[config.mk]
export PLATFORM = sky130hd
export DESIGN_NAME = ft_restore
export DESIGN_NICKNAME = d
export VERILOG_FILES = /design/src/rtl/ft_restore.sv
export SDC_FILE = /design/constraint.sdc
export NUM_CORES = 1
export LEC_CHECK = 0
export CORE_ASPECT_RATIO = 1.75
export CORE_UTILIZATION = 42
export DETAILED_ROUTE_END_ITERATION = 10
export GPL_ROUTABILITY_DRIVEN = 0
export GPL_TIMING_DRIVEN = 0
export HOLD_SLACK_MARGIN = 0.02
export PLACE_DENSITY = 0.8
export RECOVER_POWER = 100
export SYNTH_ARGS = -nofsm -noshare
export SYNTH_HDL_FRONTEND = slang
export SYNTH_SLANG_ARGS = --single-unit
[constraint.sdc]
create_clock -name clk_i -period 1.9 [get_ports clk_i]
set_input_delay 0.285 -clock clk_i [delete_from_list [all_inputs] [get_ports clk_i]]
set_output_delay 0.285 -clock clk_i [all_outputs]
set_load 0.05 [all_outputs]
[src/rtl/ft_restore.sv]
// ft_restore: checkpoint restore engine for the fault-tolerant core wrapper.
//
// On a start pulse it reads the saved register file words 1..NUM_REGS-1 and
// then the saved PC from checkpoint memory. Only one read is outstanding at a
// time. Each register word is replayed into the core register file write
// port, and the PC is presented for loading at the end.
//
// Handshake: data_req_o is held high with a stable data_addr_o until a cycle
// in which data_gnt_i is also high (the grant may come in the request cycle).
// Read data arrives later as a single data_rvalid_i cycle, with data_err_i
// qualified by it. The engine only accepts rvalid while it waits for the
// granted read's data.
//
// Ports:
//   clk_i, rst_ni            clock, asynchronous active-low reset
//   start_i                  restore request, sampled only when idle
//   busy_o, done_o, error_o  status (done is a one-cycle pulse, error sticky)
//   rf_we_o/rf_addr_o/rf_data_o  register file write port
//   pc_load_o/pc_o           restored PC and its load strobe
//   data_*                   checkpoint memory read port (initiator side)
//   state_o                  current FSM state, for observation
module ft_restore #(
  parameter int NUM_REGS = 32,
  parameter int PC_WORD  = 32
) (
  input  logic        clk_i,
  input  logic        rst_ni,
  input  logic        start_i,
  output logic        busy_o,
  output logic        done_o,
  output logic        error_o,
  output logic        rf_we_o,
  output logic [4:0]  rf_addr_o,
  output logic [31:0] rf_data_o,
  output logic        pc_load_o,
  output logic [31:0] pc_o,
  output logic        data_req_o,
  input  logic        data_gnt_i,
  input  logic        data_rvalid_i,
  output logic [31:0] data_addr_o,
  input  logic [31:0] data_rdata_i,
  input  logic        data_err_i,
  output logic [1:0]  state_o
);

  typedef enum logic [1:0] {
    S_IDLE   = 2'd0,
    S_REQ    = 2'd1,
    S_WAIT   = 2'd2,
    S_FINISH = 2'd3
  } state_t;

  localparam logic [5:0] IDX_PC   = 6'(PC_WORD);
  localparam logic [5:0] IDX_LAST = 6'(NUM_REGS - 1);

  state_t     state;
  state_t     state_next;
  logic [5:0] idx;
  logic       accept;
  logic       word_ok;
  logic       word_err;

  always_ff @(posedge clk_i or negedge rst_ni) begin
    if (!rst_ni) state <= S_IDLE;
    else         state <= state_next;
  end

  always_comb begin
    state_next = state;
    accept     = 1'b0;
    word_ok    = 1'b0;
    word_err   = 1'b0;
    case (state)
      S_IDLE: begin
        if (start_i) begin
          accept     = 1'b1;
          state_next = S_REQ;
        end
      end
      S_REQ: begin
        if (data_gnt_i) state_next = S_WAIT;
      end
      S_WAIT: begin
        if (data_rvalid_i) begin
          if (data_err_i) begin
            word_err   = 1'b1;
            state_next = S_FINISH;
          end else begin
            word_ok    = 1'b1;
            state_next = (idx < IDX_PC) ? S_REQ : S_FINISH;
          end
        end
      end
      S_FINISH: state_next = S_IDLE;
      default:  state_next = S_IDLE;
    endcase
  end

  // Status and request are decoded straight from the state so that an
  // asynchronous reset drops data_req_o immediately.
  assign busy_o      = (state == S_REQ) || (state == S_WAIT);
  assign done_o      = (state == S_FINISH);
  assign data_req_o  = (state == S_REQ);
  assign data_addr_o = {24'd0, idx, 2'b00};
  assign state_o     = state;

  always_ff @(posedge clk_i or negedge rst_ni) begin
    if (!rst_ni) begin
      idx       <= 6'd0;
      error_o   <= 1'b0;
      rf_we_o   <= 1'b0;
      rf_addr_o <= 5'd0;
      rf_data_o <= 32'd0;
      pc_load_o <= 1'b0;
      pc_o      <= 32'd0;
    end else begin
      rf_we_o   <= 1'b0;
      pc_load_o <= 1'b0;
      if (accept) begin
        idx     <= 6'd1;
        error_o <= 1'b0;
      end
      if (word_err) error_o <= 1'b1;
      if (word_ok) begin
        if (idx < IDX_PC) begin
          rf_we_o   <= 1'b1;
          rf_addr_o <= idx[4:0];
          rf_data_o <= data_rdata_i;
          // After the last architectural register jump straight to the PC word.
          idx       <= (idx == IDX_LAST) ? IDX_PC : idx + 6'd1;
        end else begin
          pc_o      <= data_rdata_i;
          pc_load_o <= 1'b1;
        end
      end
    end
  end

endmodule

==> flow_summary.toml <==
[clock_network]
cts_buffers = 9
cts_sinks = 80
clkTransAtPathRegs_ps = 50
clock_tree.root_cell = "clkbuf_16"
cts_max_level = 3
cts_tree = "done"
cts_buffer_depth = 2
clk_latency_ps = 330

[status]
status = "finished clean"

[timing]
tns_ps = 0
fin_crit_sh_pct = 97.0
worstMarginPinSlew_ps = 766
grt_setup_unrepaired = "no"
setup_ws_ps = 56.4
drv_slew = 0
fmaxAchievable_mhz = 542
period_needed_ps = 1840
max_slew_margin_pct = 48.9
hold_viol = 0
finalClockSkew_ps = 4.10
setup_viol = 0
hold_ws_ps = 497

[drt]
drc_errors = 0
wirelength_mm = 7.02
viasPerCell = 4.73
detail-route-antenna-nets = 0
wl_per_cell_um = 14.5
drt_iter0_markers = 73
dr.pass1.iters = 2
vias = 2284

[critical_path]
cp_top_family = "buffers and inverters"
path_cells = "clkdlybuf4s50_1"
crit_type = "reg2out"
timing.rr.end = "rf_data_o[21]"
crit_path_start_kind = "flop"
crit_path_start = "state_o[1]"
end_kind = "output pin"
slowest_stage = "clkdlybuf4s50_1"
crit_fanout = 6
cp.depth = 1
worstPathRequired_ps = 1620
slowest_delay_ps = 820
cp_num_buf_inv = 1
crit_arrival_ps = 1560
r2r_slack_ps = 90
rr_startpoint = "state_o[0]"
worstRegToRegCells = 5

[yosys]
synth_compound_area_share_pct = 2.80
synth.top_cell.area_share_pct = 59.8
avgSynthCellArea_um2 = 14.6
synth_mux_area_share_pct = 24.1
synthTopCellsByArea = "dfrtp_1, mux2_2, buf_4, ha_1, buf_2"
yosysSeqAreaShare_pct = 59.8
yosys.area.top_type = "dfrtp_1"
synth_xor_area_share_pct = 0
synth_top_family_by_area = "multiplexers"
synthAdderAreaFrac_pct = 2.24
synth_warnings = 0
synthCells = 229
synthDistinctLibCells = 28
yosys.area_share.simple_pct = 3.32
synth-seq-cells = 80
syn_area_um2 = 3350

[cells_and_area]
fillerInstances = 588
final_cell_area_um2 = 5110
fin_util_pct = 67.1
fin_nets = 434
drive_above_1_share_pct = 32.4
syn_to_final_growth_pct = 52.6
antennaDiodeCount = 0
fin_cells = 483

[floorplan]
io_pins = 147
chipWidth_um = 69.5
rows = 42
start_util_pct = 44.0
dieHeight_um = 120
core_area_um2 = 7620
dieArea_um2 = 8350

[placed_design]
placed_cells = 463
placed_cell_area_um2 = 4780
place_ws_ps = -93.3
post-dp-hpwl_mm = 5.33
io_buffers = 120

[global_routing]
first_global_vias = 2142
antenna_found_initial = 0
grt_max_degree = 52
grtUsageTotal_pct = 17.2
grt_pass1_wl_mm = 10.9
grt_overflow_total = 0

[worst_hold_path]
hold_class = "reg2reg"
whs_endpoint = "pc_o[24]"
hold_start = "pc_o[24]"
whs_path_depth = 1

[power]
ir_drop_v = 0.000945
total_power_mw = 7.64
p_per_area_nw_per_um2 = 1500
p_leak_nw = 2.49

[job]
maxCapViolCount = 0
-- worst max-delay path by stage --
stage | end | slack (ps)
floorplan | idx[0] | 40
global route | rf_data_o[21] | 9
CTS | rf_data_o[16] | -2
global placement | state_o[0] | -2470
finish | state_o[1] | 60
detailed placement | pc_o[13] | -90
-- logic make-up (layout without fill, tap and decap cells) --
logic type	count (synthesis)	in the layout
flops	80	80
mux	72	72
buf+inv	39	180
simple gates	18	18
compound gates	13	13
fa+ha+maj	6	6
other cells	1	26
-- state kept, by name, indices dropped and copies added (netlist names) --
| name | count |
|---|---|
| rf_addr_o | 5 |
| idx | 6 |
| pc_o | 32 |
| error_o | 1 |
| rf_we_o | 1 |
| state_o | 2 |
| pc_load_o | 1 |
| rf_data_o | 32 |
-- final cells by class --
cell class                      instances  area (um2)  share of cell area, %
Sequential cell                        80        2000                   39.2
Timing Repair Buffer                  125        1230                   24.2
Multi-Input combinational cell        135        1190                   23.3
Clock buffer                           13         260                   5.09
Buffer                                 34         251                   4.92
Tap cell                               88         110                   2.15
Clock inverter                          3        40.0                  0.783
Inverter                                5        18.8                  0.367
-- cell usage after synthesis --
| cell type | instances |
|---|---|
| dfrtp_1 | 80 |
| mux2_2 | 69 |
| buf_4 | 27 |
| buf_2 | 7 |
| ha_1 | 6 |
| inv_1 | 5 |
| nand2_1 | 5 |
| mux2i_1 | 3 |
| nand2b_1 | 3 |
| a21oi_1 | 2 |
| nand3_1 | 2 |
| nand3b_1 | 2 |
| nand4b_1 | 2 |
| o21ai_0 | 2 |
| a211oi_1 | 1 |
| a22o_1 | 1 |
| a31oi_1 | 1 |
| a32o_1 | 1 |
| a41oi_1 | 1 |
| and3_1 | 1 |
| and4bb_1 | 1 |
| conb_1 | 1 |
| nor2_1 | 1 |
| o2111ai_1 | 1 |
| o21bai_1 | 1 |
| o221ai_1 | 1 |
| o31ai_1 | 1 |
| or3b_1 | 1 |
-- where the power goes --
part	leakage, nW	switching, mW	total, mW	internal, mW
Sequential	1.04	0.243	2.38	2.14
Combinational	1.30	2.35	3.56	1.22
Clock	0.150	0.615	1.70	1.08
Total	2.49	3.21	7.64	4.44
-- placed cells by master, fill, tap and decap left out, types with 3 or more instances in the layout --
master / count
clkdlybuf4s50_1: 75
clkbuf_1: 4
inv_1: 5
clkbuf_16: 9
mux2i_1: 3
dfrtp_1: 78
nand2b_1: 3
ha_1: 5
conb_1: 26
clkbuf_2: 4
dlygate4sd3_1: 37
buf_4: 28
nand2_1: 5
dlygate4sd2_1: 4
mux2_2: 69
clkbuf_4: 5
-- routing by layer --
layer	vias up	part of all wire, %	global-route usage [%]
met2	95	53	29.7
met4	0	3.2	9.95
li1	1076	-	-
met1	1098	38	19.1
met5	-	0	0
met3	15	5.9	4.20
-- repair_timing --
item,CTS,global route
buffers inserted,3,0
resized for setup,11,12
hold buffers,1,0
endpoints found under the setup margin,67,26
pin swaps,1,0
hold endpoints to repair,29,0
Power figures use the tool's default switching activity.
